===== config.mk =====
export PLATFORM = sky130hd
export DESIGN_NAME = uart_tx_scheduler
export DESIGN_NICKNAME = d
export VERILOG_FILES = /design/src/rtl/uart_tx_sched_pkg.sv /design/src/rtl/uart_tx_fifo.sv /design/src/rtl/uart_tx_scheduler.sv
export SDC_FILE = /design/constraint.sdc
export NUM_CORES = 1
export LEC_CHECK = 0
export ABC_CLOCK_PERIOD_IN_PS = 3300
export CAP_MARGIN = 20
export CORE_MARGIN = 2
export CORE_UTILIZATION = 54
export CTS_CLUSTER_DIAMETER = 30
export DETAILED_ROUTE_END_ITERATION = 10
export PLACE_DENSITY = 0.81
export SETUP_SLACK_MARGIN = 0.2
export SLEW_MARGIN = 15
export SYNTH_ARGS = -nofsm -noshare
export SYNTH_HDL_FRONTEND = slang
export SYNTH_HIERARCHICAL = 1
export SYNTH_SLANG_ARGS = --single-unit

===== constraint.sdc =====
create_clock -name clk -period 3.3 [get_ports clk]
set_input_delay 0.825 -clock clk [delete_from_list [all_inputs] [get_ports clk]]
set_output_delay 0.825 -clock clk [all_outputs]
set_load 0.1 [all_outputs]

===== src/rtl/uart_tx_sched_pkg.sv =====
// Shared definitions for the UART transmit scheduler.
// Holds the FSM state encoding and the guard counter sizing helper.
// No logic of its own; imported by uart_tx_scheduler.
package uart_tx_sched_pkg;

  localparam int STATE_W = 2;

  typedef enum logic [STATE_W-1:0] {
    IDLE      = 2'd0,
    STROBE    = 2'd1,
    WAIT_RISE = 2'd2,
    WAIT_FALL = 2'd3
  } state_t;

  // Guard counter must hold the value BUSY_WAIT-1; one spare bit keeps
  // BUSY_WAIT == 1 (clog2 == 0) at a legal non-zero width.
  function automatic int guard_width(input int busy_wait);
    return $clog2(busy_wait) + 1;
  endfunction

endpackage


===== src/rtl/uart_tx_fifo.sv =====
// Purpose : small synchronous byte FIFO feeding the UART transmit scheduler.
// Latency : write visible in count one cycle after push; head is combinational
//           (no read latency), pop advances on the clock edge.
// Backpr. : push while full is ignored (caller flags overflow); pop while empty
//           is ignored; flush discards everything and beats push/pop.
// Ports   : clk, reset (async active-low), push/push_data, pop, flush,
//           head, count, full, empty.
module uart_tx_fifo #(
  parameter int WIDTH_D    = 8,
  parameter int DEPTH_FIFO = 2
) (
  input  logic               clk,
  input  logic               reset,
  input  logic               push,
  input  logic [WIDTH_D-1:0] push_data,
  input  logic               pop,
  input  logic               flush,
  output logic [WIDTH_D-1:0] head,
  output logic [DEPTH_FIFO:0] count,
  output logic               full,
  output logic               empty
);

  localparam int ENTRIES = 1 << DEPTH_FIFO;

  logic [WIDTH_D-1:0]    mem [ENTRIES];
  logic [DEPTH_FIFO-1:0] wr_ptr;
  logic [DEPTH_FIFO-1:0] rd_ptr;
  logic                  push_ok;
  logic                  pop_ok;

  // A full FIFO drops the push even if a pop frees a slot this same cycle;
  // that keeps the drop decision a pure function of the registered count.
  assign push_ok = push && !full  && !flush;
  assign pop_ok  = pop  && !empty && !flush;

  assign full  = (count == (DEPTH_FIFO+1)'(ENTRIES));
  assign empty = (count == '0);
  assign head  = mem[rd_ptr];

  // Storage carries no reset; its contents are meaningless until written.
  always_ff @(posedge clk) begin
    if (push_ok) begin
      mem[wr_ptr] <= push_data;
    end
  end

  // Pointers roll over naturally; count is one bit wider so that full and
  // empty stay distinguishable when the pointers are equal.
  always_ff @(posedge clk or negedge reset) begin
    if (!reset) begin
      wr_ptr <= '0;
      rd_ptr <= '0;
      count  <= '0;
    end else if (flush) begin
      wr_ptr <= '0;
      rd_ptr <= '0;
      count  <= '0;
    end else begin
      if (push_ok) begin
        wr_ptr <= wr_ptr + 1'b1;
      end
      if (pop_ok) begin
        rd_ptr <= rd_ptr + 1'b1;
      end
      case ({push_ok, pop_ok})
        2'b10:   count <= count + 1'b1;
        2'b01:   count <= count - 1'b1;
        default: count <= count;
      endcase
    end
  end

endmodule


===== src/rtl/uart_tx_scheduler.sv =====
// Purpose : queues CPU UART writes and hands them to uart_io one at a time.
// Latency : byte pushed into an empty FIFO at edge N (uart_busy low) is popped
//           at N+1 and tx_we is high for the single cycle that follows.
// Backpr. : waits for uart_busy low before each pop and for the busy pulse to
//           finish after each strobe; pushes into a full FIFO are dropped and
//           latched in the sticky overflow flag.
// Ports   : clk, reset (async active-low); CPU side wr_data/wr_we, flush,
//           clr_overflow; uart side uart_busy, tx_data, tx_we; status
//           fifo_count, fifo_full, fifo_empty, overflow, sched_busy.
module uart_tx_scheduler #(
  parameter int WIDTH_D    = 8,
  parameter int DEPTH_FIFO = 2,
  parameter int BUSY_WAIT  = 4
) (
  input  logic                clk,
  input  logic                reset,
  input  logic [WIDTH_D-1:0]  wr_data,
  input  logic                wr_we,
  input  logic                flush,
  input  logic                clr_overflow,
  input  logic                uart_busy,
  output logic [WIDTH_D-1:0]  tx_data,
  output logic                tx_we,
  output logic [DEPTH_FIFO:0] fifo_count,
  output logic                fifo_full,
  output logic                fifo_empty,
  output logic                overflow,
  output logic                sched_busy
);

  import uart_tx_sched_pkg::*;

  localparam int                 GUARD_W    = guard_width(BUSY_WAIT);
  localparam logic [GUARD_W-1:0] GUARD_LAST = GUARD_W'(BUSY_WAIT - 1);

  state_t               state;
  state_t               state_next;
  logic [GUARD_W-1:0]   guard;
  logic                 pop;
  logic                 drop_evt;
  logic [WIDTH_D-1:0]   head;

  uart_tx_fifo #(
    .WIDTH_D    (WIDTH_D),
    .DEPTH_FIFO (DEPTH_FIFO)
  ) u_fifo (
    .clk       (clk),
    .reset     (reset),
    .push      (wr_we),
    .push_data (wr_data),
    .pop       (pop),
    .flush     (flush),
    .head      (head),
    .count     (fifo_count),
    .full      (fifo_full),
    .empty     (fifo_empty)
  );

  // A push discarded by flush is not an overflow: the queue is being
  // emptied on purpose.
  assign drop_evt   = wr_we && fifo_full && !flush;
  assign sched_busy = (state != IDLE) || !fifo_empty;

  always_comb begin
    state_next = state;
    pop        = 1'b0;
    case (state)
      IDLE: begin
        if (!fifo_empty && !uart_busy) begin
          pop        = 1'b1;
          state_next = STROBE;
        end
      end
      STROBE: begin
        state_next = WAIT_RISE;
      end
      WAIT_RISE: begin
        // The guard lets the FSM move on when busy never rises, e.g. a
        // pulse too short to be seen or a uart_io that is already done.
        if (uart_busy || (guard == GUARD_LAST)) begin
          state_next = WAIT_FALL;
        end
      end
      WAIT_FALL: begin
        if (!uart_busy) begin
          state_next = IDLE;
        end
      end
      default: begin
        state_next = IDLE;
      end
    endcase
    // Flush overrides everything; a byte already strobed stays sent, but
    // nothing further is popped.
    if (flush) begin
      state_next = IDLE;
      pop        = 1'b0;
    end
  end

  always_ff @(posedge clk or negedge reset) begin
    if (!reset) begin
      state   <= IDLE;
      tx_we   <= 1'b0;
      tx_data <= '0;
      guard   <= '0;
    end else begin
      state <= state_next;
      // Registered strobe: high exactly while the FSM sits in STROBE, which
      // lasts one cycle and is always followed by WAIT_RISE or IDLE.
      tx_we <= (state_next == STROBE);
      if (pop) begin
        tx_data <= head;
      end
      if (state == STROBE) begin
        guard <= '0;
      end else if ((state == WAIT_RISE) && (state_next == WAIT_RISE)) begin
        guard <= guard + 1'b1;
      end
    end
  end

  // Sticky drop flag; a drop in the same cycle as a clear keeps it set so
  // the CPU cannot miss the newer loss.
  always_ff @(posedge clk or negedge reset) begin
    if (!reset) begin
      overflow <= 1'b0;
    end else if (drop_evt) begin
      overflow <= 1'b1;
    end else if (clr_overflow) begin
      overflow <= 1'b0;
    end
  end

endmodule


==> results_dict.tcl, run 1 <==
set metrics [dict create \
    grt_first_pass_wirelength_um 7040 \
    placed_area_sq_mm 0.00276 \
    ys_types 40 \
    clock-sinks 54 \
    root_buffer "clkbuf_8" \
    die_y_um 70.7 \
    dp_cells 236 \
    gp_congestion 0.734 \
    synth_nets 179 \
    max_freq_ghz 0.377 \
    critPathTopFamily "simple AND/OR/NAND/NOR gates" \
    run_status "completed" \
    drv_slew 0 \
    cts.clk_slew.worst_paths_ps 90 \
    die_x_um 70.7 \
    place_ws_ps 323 \
    vias_per_cell 5.75 \
    fillers 298 \
    worst-path-max-fanout 3 \
    setup_viol 0 \
    final_common_cell "edfxtp_1" \
    start_util_pct 55.5 \
    startpoint_type "input port" \
    power_uw 1850 \
    cts_hold_repair.buffers 0 \
    min_period_ps 2650 \
    htree_num_levels 2 \
    end_kind "register" \
    min_path_type "register to register" \
    final_hold_viol_count 0 \
    synthFlopType "edfxtp_1" \
    synth.top_cell.area_share_pct 40.0 \
    worst-path-buf-inv 1 \
    ys_ff_latch 54 \
    finalWirelength_um 4210 \
    worst_clock_skew_ps 10.3 \
    grt_max_degree 17 \
    coreArea_sq_mm 0.00432 \
    grt_pass1_vias 1474 \
    port_buffers 29 \
    hpwl_um 2970 \
    overflow 0 \
    layout.cells.most_common_list "edfxtp_1, buf_4, dfrtp_1, clkdlybuf4s50_1" \
    slew_headroom_pct 54.0 \
    rows 24 \
    synth_edf_count 32 \
    final_nets 212 \
    drtIter0Drc 104 \
    syn_area_sq_mm 0.00240 \
    power.density_mw_per_mm2 645 \
    track_usage_pct 18.4 \
    vias 1404 \
    ir_drop_v 0.000297 \
    cts_tree "done" \
    cts-resized-gates 0 \
    min_period_over_period_pct 80.4 \
    first_pass_iters 4 \
    maxCapViolCount 0 \
    cp_cell_sequence "clkdlybuf4s50_1 > or4_4 > nor2_4 > o31ai_4 > nor3_2 > fa_1 > a31oi_1 > nor4_1" \
    slowest_delay_ps 500 \
    fin_cells 244 \
    required_ps 3490 \
    clkLatencyLatePin_ps 300 \
    post_cts_buffers 0 \
    yosysTopAreaCell "edfxtp_1" \
    ys_seq_area_share_pct 62.9 \
    route.detailed.drc 0 \
    fin_area_sq_mm 0.00287 \
    area_growth_pct 19.3 \
    antenna_found_initial 0 \
    crit_slowest_cell "or4_4" \
    dieArea_sq_mm 0.00500 \
    avgSynthCellArea_sq_um 15.2 \
    setup_ws_ps 646 \
    path_class "input port to register" \
    cp.arrival_ps 2840 \
    drive_gt1_share_pct 31.3 \
    ys_top_cells_by_area "edfxtp_1, dfrtp_1, mux4_2, mux2_2, ha_1" \
    leakage_uw 0.00109 \
    tns_ps 0 \
    diodes 0 \
    ys_async_sr_fraction_pct 40.7 \
    yosys_warnings 6 \
    rsz0062_at_grt "no" \
    syn_inst 158 \
    io_pins 30 \
    cts_buffers 5 \
    worst_pin_slew_ps 688 \
    wl_per_cell_um 17.3 \
    clock_path_buffers 2 \
    antenna_left 0 \
]
[per-stage QoR]
step | utilization, % | hold WS [ps]
floorplan | - | 452
global placement | 63.7 | 467
detailed placement | 63.7 | 485
CTS | 66.3 | 498
global route | 66.3 | 516
finish | 66.3 | 494
[logic make-up (layout without fill, tap and decap cells)]
kind of cell,count (synthesis),in the layout,share of synthesized area [%]
simple gates,40,40,10.2
flops,54,54,62.9
xor+xnor,3,3,1.09
mux,19,19,12.5
buf+inv,15,49,2.97
fa+ha+maj,7,7,3.96
compound gates,20,20,6.36
[routing by layer]
layer / share of wire, % / vias to the layer above / track usage (%)
met5: 0 / - / 0
met3: 2.7 / 6 / 4.56
met2: 53 / 21 / 30.6
met4: 1.2 / 0 / 6.29
li1: - / 653 / -
met1: 43 / 724 / 23.8
[power by group]
part           internal [uW]  switching, uW
sequential               786           45.2
clock                    227            199
combinational            147            445
total                   1160            689
[worst paths after layout]
| path | startpoint | to | slack [ps] | cells after the start |
|---|---|---|---|---|
| setup / recovery | uart_busy | u_fifo/count[1] | 650 | 8 |
| hold / removal | guard[0] | guard[0] | 490 | 1 |
| setup reg to reg | u_fifo/count[0] | u_fifo/count[1] | 930 | 8 |
| hold reg to reg | guard[0] | guard[0] | 490 | 1 |
| max in group asynchronous | reset | tx_data[4] | 1770 | 2 |
| min in group asynchronous | reset | u_fifo/count[1] | 930 | 1 |
[area by class of cell]
| type | count | area, sq um | area share [%] |
|---|---|---|---|
| clock inverter | 2 | 36.3 | 1.27 |
| timing repair buffer | 34 | 288 | 10.0 |
| sequential | 54 | 1520 | 53.1 |
| inverter | 7 | 26.3 | 0.917 |
| clock buffer | 6 | 72.6 | 2.53 |
| tap | 52 | 65.1 | 2.27 |
| multi-input combinational | 89 | 857 | 29.9 |
[worst reg2reg max path, cell delays in order (launching register included)]
cell     delay, ps
dfrtp_4        560
nor3_4          90
or4_4          550
nor2_4         130
o31ai_4         90
nor3_2         160
fa_1           440
a31oi_1        160
nor4_1          70
[registers in the layout, summed over array words and instances, names as in the netlist]
name,cells
tx_we,1
u_fifo/rd_ptr,2
state,2
tx_data,8
u_fifo/count,3
u_fifo/mem,32
guard,3
overflow,1
u_fifo/wr_ptr,2
[synth_stat cells, types with 2 or more instances]
| master | n |
|---|---|
| nand2_1 | 7 |
| nand3b_1 | 4 |
| a31oi_1 | 2 |
| or3_1 | 2 |
| a211oi_1 | 2 |
| o21ai_0 | 2 |
| inv_1 | 6 |
| o22ai_1 | 3 |
| mux4_2 | 8 |
| nor2_1 | 6 |
| dfrtp_1 | 22 |
| ha_1 | 6 |
| edfxtp_1 | 32 |
| a21oi_1 | 6 |
| and2_1 | 5 |
| buf_2 | 3 |
| mux2_2 | 8 |
| nor3_1 | 4 |
| xor2_1 | 2 |
| mux2i_1 | 3 |
| nand2b_1 | 4 |
| buf_4 | 3 |
Note: power is estimated with default switching activity, not from simulation.
==> run 2, diff against run 1 <==
--- a/config.mk
+++ b/config.mk
@@ -5,7 +5,7 @@
 export SDC_FILE = /design/constraint.sdc
 export NUM_CORES = 1
 export LEC_CHECK = 0
-export ABC_CLOCK_PERIOD_IN_PS = 3300
+export ABC_CLOCK_PERIOD_IN_PS = 2750
 export CAP_MARGIN = 20
 export CORE_MARGIN = 2
 export CORE_UTILIZATION = 54
==> constraint.sdc (replaced) <==
create_clock -name clk -period 2.75 [get_ports clk]
set_input_delay 0.6875 -clock clk [delete_from_list [all_inputs] [get_ports clk]]
set_output_delay 0.6875 -clock clk [all_outputs]
set_load 0.1 [all_outputs]
==> run 2 against run 1 <==
Compared with the run above:
- combinational power grew 20%
- critical endpoint unchanged
- worst setup slack lost 360 ps
- global-route usage shrank 0.28 points
- die area is the same
- routed wire length grew 1.8%
- critical path depth is the same
- count of clock-buffer cells in the layout is the same
- via count shrank 1.4%
- largest cell class unchanged
- non-clock buffer count grew 1
- cell area shrank 0.13%
- highest routed layer unchanged
- final cell count grew 0.41%
==> results_dict.tcl, run 2 (synthesis results as in run 1) <==
set metrics [dict create \
    cts_tree "done" \
    reg2reg_from "u_fifo/count[0]" \
    power_uw 2130 \
    overflow 0 \
    antenna_found_initial 0 \
    root_buffer "clkbuf_8" \
    track_usage_pct 18.1 \
    ir_drop_v 0.000331 \
    largest_reg_flops 32 \
    dp_cells 237 \
    wl_per_cell_um 17.5 \
    port_buffers 29 \
    vias 1384 \
    hpwl_um 3030 \
    cp.depth 8 \
    cp_cell_sequence "clkdlybuf4s50_1 > or4_4 > nor2_4 > o31ai_4 > nor3_2 > fa_1 > a31oi_1 > nor4_1" \
    die_x_um 70.7 \
    antenna_left 0 \
    diodes 0 \
    clock_path_buffers 2 \
    layout.cells.most_common_list "edfxtp_1, buf_4, dfrtp_1, clkdlybuf4s50_1" \
    finalWirelength_um 4290 \
    gp_congestion 0.777 \
    drtIter0Drc 54 \
    startpoint_type "input port" \
    grt_first_pass_wirelength_um 7020 \
    fin_cells 245 \
    cts.clk_slew.worst_paths_ps 90 \
    setup_viol 0 \
    worst-path-buf-inv 1 \
    io_pins 30 \
    crit_slowest_cell "or4_4" \
    rows 24 \
    worst_clock_skew_ps 9.19 \
    start_util_pct 55.5 \
    slowest_delay_ps 450 \
    fillers 315 \
    die_y_um 70.7 \
    route.detailed.drc 0 \
    coreArea_sq_mm 0.00432 \
    worst_pin_slew_ps 797 \
    rsz0062_at_grt "no" \
    final_hold_viol_count 0 \
    end_kind "register" \
    post_cts_buffers 0 \
    slew_headroom_pct 46.7 \
    grt_max_degree 18 \
    vias_per_cell 5.65 \
    path_class "input port to register" \
    holdPathStages 1 \
    cts-resized-gates 0 \
    cp-startpoint "uart_busy" \
    cp.arrival_ps 2650 \
    leakage_uw 0.00108 \
    reg2regPathDepth 8 \
    drive_gt1_share_pct 31.1 \
    required_ps 2930 \
    top_register "u_fifo/mem" \
    final_common_cell "edfxtp_1" \
    min_period_over_period_pct 89.7 \
    htree_num_levels 2 \
    clock-sinks 54 \
    min_path_type "register to register" \
    worst-path-max-fanout 3 \
    hold_path_startpoint "guard[0]" \
    clkLatencyLatePin_ps 290 \
    cts_hold_repair.buffers 0 \
    first_pass_iters 4 \
    place_ws_ps 4.94 \
    drv_slew 0 \
    maxCapViolCount 0 \
    run_status "completed" \
    area_growth_pct 19.2 \
    cts_buffers 5 \
    power.density_mw_per_mm2 744 \
    top_regs "u_fifo/mem: 32 flops, tx_data: 8 flops" \
    max_freq_ghz 0.405 \
    final_nets 213 \
    min_period_ps 2470 \
    setup_ws_ps 283 \
    grt_pass1_vias 1447 \
    critPathTopFamily "simple AND/OR/NAND/NOR gates" \
    dieArea_sq_mm 0.00500 \
]
## run 2: cell types whose count changed in the layout (fill, tap and decap cells not counted), sizes merged
cell	previous run	this run
buf	21	22
bufinv	1	0
clkinvlp	0	2
inv	8	7
## run 2: where the power goes
group	leakage (uW)	internal, uW	switching [uW]
clock network	0.0000374	180	242
logic	0.000467	178	531
registers	0.000573	943	54.8
## run 2: worst register-to-register path: stages (launching register included)
cell and delay (ps):
dfrtp_4 560, nor3_4 80, or4_4 510, nor2_4 130
o31ai_4 90, nor3_2 150, fa_1 440, a31oi_1 180
nor4_1 70
## run 2: final timing paths
check	end	slack [ps]
worst max-delay path	u_fifo/count[1]	280
worst min-delay path	guard[0]	510
worst min register to register	guard[0]	510
worst max register to register	u_fifo/count[1]	420
max in group asynchronous	tx_data[2]	1290
min in group asynchronous	tx_data[7]	850
## run 2: metal layers
layer / share of wire [%] / global-route usage (%) / up-vias / wire [um]
li1: - / - / 653 / -
met1: 43 / 24.6 / 697 / 1860
met2: 52 / 30.4 / 30 / 2240
met3: 3.5 / 4.13 / 4 / 152
met4: 0.89 / 3.77 / 0 / 38
met5: 0 / 0 / - / 0
## run 2: cell type report
class	instances	area [sq um]	area share (%)
flip-flops and latches	54	1520	53.1
multi-input cells	89	855	29.9
inverters	7	26.3	0.918
clock inverters	2	15.0	0.525
clock buffers	6	72.6	2.54
well taps	52	65.1	2.27
repair buffers	35	308	10.8
## run 2: per-stage QoR
step	hold WS (ps)	util (%)	area, sq um	TNS, ps
3_3_place_gp	468	64.1	2770	0
3_5_place_dp	496	64.1	2770	0
5_1_grt	537	66.2	2860	0
4_1_cts	510	66.2	2860	0
2_1_floorplan	392	-	2460	-5150
6_report	513	66.2	2860	0
==> run 3, diff against run 2 <==
--- a/config.mk
+++ b/config.mk
@@ -5,11 +5,12 @@
 export SDC_FILE = /design/constraint.sdc
 export NUM_CORES = 1
 export LEC_CHECK = 0
-export ABC_CLOCK_PERIOD_IN_PS = 2750
+export ABC_CLOCK_PERIOD_IN_PS = 2550
 export CAP_MARGIN = 20
 export CORE_MARGIN = 2
 export CORE_UTILIZATION = 54
 export CTS_CLUSTER_DIAMETER = 30
+export CTS_CLUSTER_SIZE = 25
 export DETAILED_ROUTE_END_ITERATION = 10
 export PLACE_DENSITY = 0.81
 export SETUP_SLACK_MARGIN = 0.2
==> constraint.sdc (replaced) <==
create_clock -name clk -period 2.55 [get_ports clk]
set_input_delay 0.6375 -clock clk [delete_from_list [all_inputs] [get_ports clk]]
set_output_delay 0.6375 -clock clk [all_outputs]
set_load 0.1 [all_outputs]
==> run 3 against run 2 <==
Compared with the run above:
- cell area increased by 6.3%
- non-clock buffer count grew 13
- clock skew is 0.75 ps lower
- combinational power is 13% higher
- routed wire length is 8.3% higher
==> results_dict.tcl, run 3 (synthesis results as in run 1) <==
set metrics [dict create \
    run_status "completed" \
    drv_slew 0 \
    grt_max_degree 17 \
    cts.clk_slew.worst_paths_ps 90 \
    cp_cell_sequence "dlygate4sd2_1 > or4_4 > nor2_4 > o31ai_4 > nor3_2 > fa_1 > a31oi_1 > nor4_1" \
    cp-startpoint "uart_busy" \
    reg2reg_from "state[0]" \
    swShare_pct 37.2 \
    max_freq_ghz 0.444 \
    hpwl_um 3340 \
    switchingPower_uw 902 \
    holdPathStages 1 \
    setup_viol 0 \
    antenna_left 0 \
    power_uw 2420 \
    place_ws_ps -169 \
    worstHoldEndpoint "tx_data[1]" \
    min_path_type "register to register" \
    grt_first_pass_wirelength_um 7490 \
    rows 24 \
    ff2ff_setup_slack_ps 340 \
    min_period_over_period_pct 88.3 \
    power_frac_seq_pct 44.1 \
    final_hold_viol_count 0 \
    end_kind "register" \
    worst_clock_skew_ps 8.44 \
    wl_per_cell_um 18.0 \
    clock-sinks 54 \
    die_y_um 70.7 \
    antenna_found_initial 0 \
    worst-path-max-fanout 3 \
    largest_reg_flops 32 \
    route.detailed.drc 0 \
    gp_congestion 0.768 \
    drtIter0Drc 89 \
    ir_drop_v 0.000386 \
    die_x_um 70.7 \
    vias 1469 \
    startpoint_type "input port" \
    start_util_pct 55.5 \
    slowest_delay_ps 470 \
    comb_power_share_pct 33.1 \
    first_pass_iters 4 \
    worst_pin_slew_ps 638 \
    port_buffers 29 \
    cts_hold_repair.buffers 0 \
    vias_per_cell 5.69 \
    maxCapViolCount 0 \
    cts_tree "done" \
    reg2regPathDepth 7 \
    io_pins 30 \
    top_register "u_fifo/mem" \
    final_common_cell "edfxtp_1" \
    slew_headroom_pct 57.5 \
    diodes 0 \
    clock_path_buffers 2 \
    path_class "input port to register" \
    r2r_end "u_fifo/count[1]" \
    hold_path_startpoint "tx_data[1]" \
    clkLatencyLatePin_ps 290 \
    setup_ws_ps 299 \
    power_frac_clock_pct 22.8 \
    drive_gt1_share_pct 35.4 \
    track_usage_pct 19.9 \
    top_regs "u_fifo/mem: 32 flops, tx_data: 8 flops" \
    crit_slowest_cell "fa_1" \
    final_nets 226 \
    required_ps 2720 \
    area_growth_pct 26.7 \
    min_period_ps 2250 \
    coreArea_sq_mm 0.00432 \
    overflow 0 \
    cts_buffers 5 \
    power.density_mw_per_mm2 796 \
    p_int_uw 1520 \
    root_buffer "clkbuf_8" \
    layout.cells.most_common_list "edfxtp_1, buf_4, dfrtp_1, clkdlybuf4s50_1" \
    fillers 299 \
    rsz0062_at_grt "no" \
    cp.arrival_ps 2430 \
    grt_pass1_vias 1518 \
    finalWirelength_um 4640 \
    dieArea_sq_mm 0.00500 \
    htree_num_levels 2 \
    leakage_uw 0.00118 \
]
## run 3: changes by cell type in the layout (fill, tap and decap cells not counted), sizes merged
cell	delta
dlygate4sd2	+1
bufinv	+1
clkdlybuf4s50	-1
buf	+13
clkinvlp	-1
## run 3: how the worst max path moves through the flow
stage | end | cells after the start
detailed placement | u_fifo/count[1] | 8
global placement | u_fifo/count[1] | 8
floorplan | u_fifo/count[1] | 10
CTS | u_fifo/count[1] | 8
global route | u_fifo/count[1] | 8
finish | u_fifo/count[1] | 8
## run 3: timing repair
action	4_1_cts	5_1_grt
endpoints found under the hold margin	0	0
gates cloned	0	0
setup buffers	2	0
pin swaps	4	3
setup endpoints to repair	1	1
resized for setup	1	0
## run 3: power by group through the flow
stage | sequential (uW) | combinational, uW | clock [uW]
after floorplan | 1490 | 194 | 0
after global placement | 1080 | 776 | 0
after detailed placement | 1090 | 801 | 0
after CTS | 1070 | 807 | 563
after global routing | 1080 | 834 | 590
final | 1070 | 801 | 553
## run 3: per-stage QoR
stage	hold slack, ps	std cells	setup TNS [ps]	instance area [sq um]	util, %
after global routing	527	258	0	3040	70.4
after floorplan	342	158	-12460	2460	-
after global placement	465	248	-86.2	2920	67.5
after detailed placement	496	248	-208	2920	67.5
after CTS	509	258	0	3040	70.4
final	513	258	0	3040	70.4
## run 3: layout make-up
type | instances | area (sq um) | area share [%]
clock buffers | 6 | 72.6 | 2.38
clock inverters | 2 | 37.5 | 1.23
inverters | 7 | 26.3 | 0.863
multi-input cells | 89 | 855 | 28.1
flip-flops and latches | 54 | 1520 | 50.0
well taps | 52 | 65.1 | 2.14
repair buffers | 48 | 467 | 15.3
## run 3: routing by layer
metal / track usage [%] / vias to the layer above / part of all wire (%)
met2: 35.1 / 33 / 55
met5: 0 / - / 0
met3: 3.99 / 4 / 3.6
met4: 5.24 / 0 / 1.0
met1: 25.2 / 752 / 40
li1: - / 680 / -
## run 3: critical path, delay by kind of cell
kind,cells,cell delay (ps)
simple gates,4,820
fa+ha+maj,1,470
buf+inv,1,260
compound gates,2,240
==> patch 1: new RTL, flow settings as in run 2 <==
Put a register stage on the output `fifo_count`. The value now appears one clock later. The other outputs are not delayed to match.
--- a/src/rtl/uart_tx_scheduler.sv
+++ b/src/rtl/uart_tx_scheduler.sv
@@ -35,2 +35,4 @@
 
+  logic [DEPTH_FIFO:0] fifo_count_d;
+
   state_t               state;
@@ -53,3 +55,3 @@
     .head      (head),
-    .count     (fifo_count),
+    .count     (fifo_count_d),
     .full      (fifo_full),
@@ -134,2 +136,6 @@
 
+  always_ff @(posedge clk) begin
+    fifo_count <= fifo_count_d;
+  end
+
 endmodule
Behaviour: not the same (a bounded check fails within 4 cycles, from zero or initial values and one cycle with reset low).
==> patch 1 against run 2 <==
  * Final area rose by 9.5%
  * Global-route usage rose by 1.5 points
  * Largest power group unchanged
  * Worst setup slack improved by 44 ps
  * Routed wire length rose by 6.6%
  * Power rose by 29%
  * Fmax rose by 1.8%
  * Synthesized area rose by 2.7%
  * Sequential cell count rose by 3
==> patch 1: results (changes against run 2) <==
HPWL Detailed - 2.94 mm (-3.1%)
Wire per inst - 17.5 um (about the same)
Outcome - finished clean
Fraction of synthesized area in multiplexers - 12.2% (-0.32 points)
Die footprint - 5120 sq um (+2.5%)
Share of layout cells above drive strength 1 - 34.9% (+3.8 points)
Adder-cell share of the synthesized area - 3.86% (-0.10 points)
Multi-input combinational area share - 27.4% (-2.5 points)
Drt via density - 5.69 (+0.65%)
Synth Area per Inst - 15.4 sq um (+1.4%)
# H-tree levels - 3 (+1)
Data-path buffer share of cell area in the final layout - 11.3% (+0.58 points)
First-pass GRT wire length - 7.29 mm (+3.7%)
Slew headroom - 59.4% (+13 points)
Post-route cell area - 3130 sq um (+9.5%)
Seq/Total Area, Yosys - 63.8% (+0.81 points)
Leak pwr - 1.21 nW (+12%)
Number of port buffers - 29 (unchanged)
VDD IR max - 529 uV (+60%)
Final WL - 4.57 mm (+6.6%)
Area of placed instances - 2850 sq um (+2.6%)
Mapped Nets - 181 (+1.1%)
Synth cell types - 41 (+2.5%)
Post-Place Setup Slack - -39.2 ps (-44.1 ps)
Synth area leaders - edfxtp_1 (39%), dfrtp_1 (22%), mux4_2 (7.3%)
Pint - 1.83 mW (+41%)
Asr flop ratio synth - 38.6% (-2.1 points)
Worst-path fanout max - 10 (+7)
Placed Instances - 241 (+1.7%)
GRT Util Overall - 19.7% (+1.5 points)
Nets - 225 (+5.6%)
Worst-path clk slew - 70 ps (-20 ps)
Number of global-route vias before repair - 1488 (+2.8%)
Compound-cell area share of the yosys netlist - 6.35% (-0.012 points)
Max clock buf depth - 2 (unchanged)
Multi-In Gates - 88 (-1.1%)
Filler instances - 288 (-8.6%)
DRT iter0 DRCs - 102 (+89%)
Root Driver - clkbuf_8
GPL Wtd Cong - 0.810 (+4.2%)
Worst-skew pair later-pin latency - 330 ps (+40 ps)
Seq/total area - 50.3% (-2.9 points)
Worst hold stages - 1 (unchanged)
CTS buffer count - 9 (+4)
Flip-flop and latch count - 57 (+5.6%)
Slowest stage delay, CP - 510 ps (+60 ps)
WP data arrival - 2630 ps (-20 ps)
Clock buffers - 12 (+6)
Top cells by count, synth - edfxtp_1 (32), dfrtp_1 (22), mux2_2 (8), mux4_2 (8), a21oi_1 (7)
Largest net degree at the start of global routing - 23 (+5)
Clock Skews - 11.8 ps (+2.58 ps)
Post-synthesis xor/xnor area fraction - 1.07% (-0.028 points)
Non-Clock Buffer Count - 41 (+17%)
Clk tree area frac - 8.10% (+5.0 points)
patch 1: power by group through the flow:
stage	Clock (mW)	Combinational (mW)	Sequential, mW
detailed placement	0	0.712	1.06
floorplan	0	0.181	1.42
global placement	0	0.696	1.06
finish	0.976	0.720	1.04
global route	1.03	0.748	1.06
CTS	0.990	0.715	1.05
patch 1: layer usage:
metal  vias to the layer above  wire [um]  GRT usage, %
li1                        685          -             -
met1                       761       1910          24.1
met5                         -          0             0
met4                         0         51          6.29
met3                         4        183          7.31
met2                        34       2420          32.5
patch 1: worst paths after layout:
path                                 startpoint               to  slack (ps)
worst min register to register         guard[0]         guard[0]         500
min in group asynchronous                 reset         guard[0]         700
worst max-delay path            u_fifo/count[0]  u_fifo/count[1]         330
max in group asynchronous                 reset  u_fifo/count[0]        1770
worst max register to register  u_fifo/count[0]  u_fifo/count[1]         330
worst min-delay path                   guard[0]         guard[0]         500
patch 1: repair_timing:
action	4_1_cts	5_1_grt
buffers inserted	0	4
resized for setup	0	2
endpoints found under the setup margin	0	1
==> patch 2: new RTL, flow settings as in run 2 <==
Without the edit above. `WIDTH_D` is set to 8 in 2 places; all go to 10.
--- a/src/rtl/uart_tx_fifo.sv
+++ b/src/rtl/uart_tx_fifo.sv
@@ -8,3 +8,3 @@
 module uart_tx_fifo #(
-  parameter int WIDTH_D    = 8,
+  parameter int WIDTH_D    = 10,
   parameter int DEPTH_FIFO = 2
--- a/src/rtl/uart_tx_scheduler.sv
+++ b/src/rtl/uart_tx_scheduler.sv
@@ -10,3 +10,3 @@
 module uart_tx_scheduler #(
-  parameter int WIDTH_D    = 8,
+  parameter int WIDTH_D    = 10,
   parameter int DEPTH_FIFO = 2,
Ports: changed (resized tx_data and wr_data); port bits go from 30 to 34. The function was not compared with the original's and may differ.
==> patch 2 against run 2 <==
  * Non-clock buffer count rose by 11
  * Sequential cell count grew 10
  * Routed wire length grew 14%
  * Synthesized area is 13% higher
  * Clock power is 58% higher
  * Fmax up 4.8%
  * Utilization increased by 4.0 points
  * Final area grew 17%
  * Register-to-register slack lost 20 ps
  * Power grew 38%
  * Via count up 15%
  * Worst setup slack improved by 110 ps
==> patch 2: results (changes against run 2) <==
Outcome - finished clean
Mapped Nets - 191 (+6.7%)
Slew @ Worst Pin - 704 ps (-93.1 ps)
Largest net degree at the start of global routing - 25 (+7)
Met3 wire len - 225 um (+48%)
Number of port buffers - 33 (+14%)
Number of global-route vias before repair - 1595 (+10%)
WP data arrival - 2560 ps (-90 ps)
HPWL Detailed - 3.32 mm (+9.3%)
Filler instances - 309 (-1.9%)
Comb pwr - 1.06 mW (+50%)
Leak pwr - 1.28 nW (+19%)
VDD IR max - 611 uV (+85%)
Clock Skews - 9.09 ps (-0.104 ps)
Asr flop ratio synth - 37.5% (-3.2 points)
Clk network pwr share - 22.6% (+2.8 points)
Biggest regs - u_fifo/mem: 40 flops, tx_data: 10 flops
First-pass GRT wire length - 7.76 mm (+10%)
Seq/Total Area, Yosys - 66.1% (+3.2 points)
Met3 GRT Util - 5.89% (+1.8 points)
Worst-path fanout max - 10 (+7)
Global-route met2 utilization - 32.4% (+1.9 points)
Area of placed instances - 3170 sq um (+14%)
Synth area leaders - edfxtp_1 (44%), dfrtp_1 (22%), mux4_2 (8.3%)
Top cells by count, synth - edfxtp_1 (40), dfrtp_1 (24), mux2_2 (10), mux4_2 (10), nor2_1 (9)
GRT Util Overall - 19.8% (+1.7 points)
Fraction of synthesized area in multiplexers - 14.2% (+1.7 points)
Synth warn - 6 (unchanged)
Nets - 240 (+13%)
Post-DRT Antenna Nets - 0 (unchanged)
Adder-cell share of the synthesized area - 3.49% (-0.47 points)
Share of layout cells above drive strength 1 - 35.6% (+4.5 points)
N_diodes - 0 (unchanged)
DRT iter0 DRCs - 61 (+13%)
CTS buffer count - 9 (+4)
DRT Pass-1 Iters - 4 (unchanged)
Final WL - 4.88 mm (+14%)
GR Util met1 - 24.0% (-0.58 points)
Drt via density - 5.53 (-2.2%)
Pint - 1.75 mW (+35%)
Slowest stage delay, CP - 520 ps (+70 ps)
# H-tree levels - 3 (+1)
Synth cell types - 37 (-7.5%)
Overflow after GRT - 0 (unchanged)
Post-synthesis xor/xnor area fraction - 1.61% (+0.51 points)
Top Layer Used - met4
Compound-cell area share of the yosys netlist - 3.45% (-2.9 points)
Post-synth EDFFs - 40 (+25%)
Worst-skew pair later-pin latency - 330 ps (+40 ps)
Worst-path clk slew - 70 ps (-20 ps)
Met2 wire len - 2.62 mm (+17%)
Met1 WL - 1.90 mm (+2.0%)
GPL Wtd Cong - 0.768 (-1.1%)
-- patch 2: cell types whose count changed after synthesis, moves of 3 or more --
cell             run 2  this run
nand3b_1             4         1
edfxtp_1            32        40
nor2b_1              1         4
nor2_1               6         9
-- patch 2: cells by family after synthesis --
family                   Yosys count
AO/OA/AOI/OAI                     15
XOR/XNOR                           5
adder cells (fa/ha/maj)            7
buffers and inverters             13
flip-flops                        64
multiplexers                      25
AND/OR/NAND/NOR                   39
-- patch 2: path summary, 6_finish.rpt --
check                                 from               to  slack (ps)  cells past startpoint
setup / recovery           u_fifo/count[0]  u_fifo/count[2]         400                     10
hold / removal                    guard[0]         guard[0]         500                      1
setup reg to reg           u_fifo/count[0]  u_fifo/count[2]         400                     10
hold reg to reg                   guard[0]         guard[0]         500                      1
max in group asynchronous            reset  u_fifo/count[2]        1740                      2
min in group asynchronous            reset       tx_data[2]         730                      2
-- patch 2: repair_timing --
item | CTS | global route
buffers inserted | 0 | 1
endpoints found under the hold margin | 0 | 0
gates resized for setup | 0 | 3
setup endpoints to repair | 0 | 2
-- patch 2: final cells by class --
type | instances | area, sq um | area share [%]
Sequential cell | 64 | 1810 | 53.9
Multi-Input combinational cell | 91 | 896 | 26.7
Timing Repair Buffer | 46 | 385 | 11.5
Clock buffer | 13 | 149 | 4.43
Tap cell | 67 | 83.8 | 2.49
Inverter | 5 | 18.8 | 0.558
Clock inverter | 3 | 17.5 | 0.521
-- patch 2: per-stage QoR --
step           hold WS [ps]  setup slack (ps)  TNS [ps]  total power, mW  instances
2_1_floorplan           392              -463     -7830             2.05        168
3_3_place_gp            470             -25.9     -25.9             2.26        272
3_5_place_dp            499              -106      -212             2.30        272
4_1_cts                 513               249         0             2.97        288
5_1_grt                 527               286         0             3.06        289
6_report                502               396         0             2.94        289
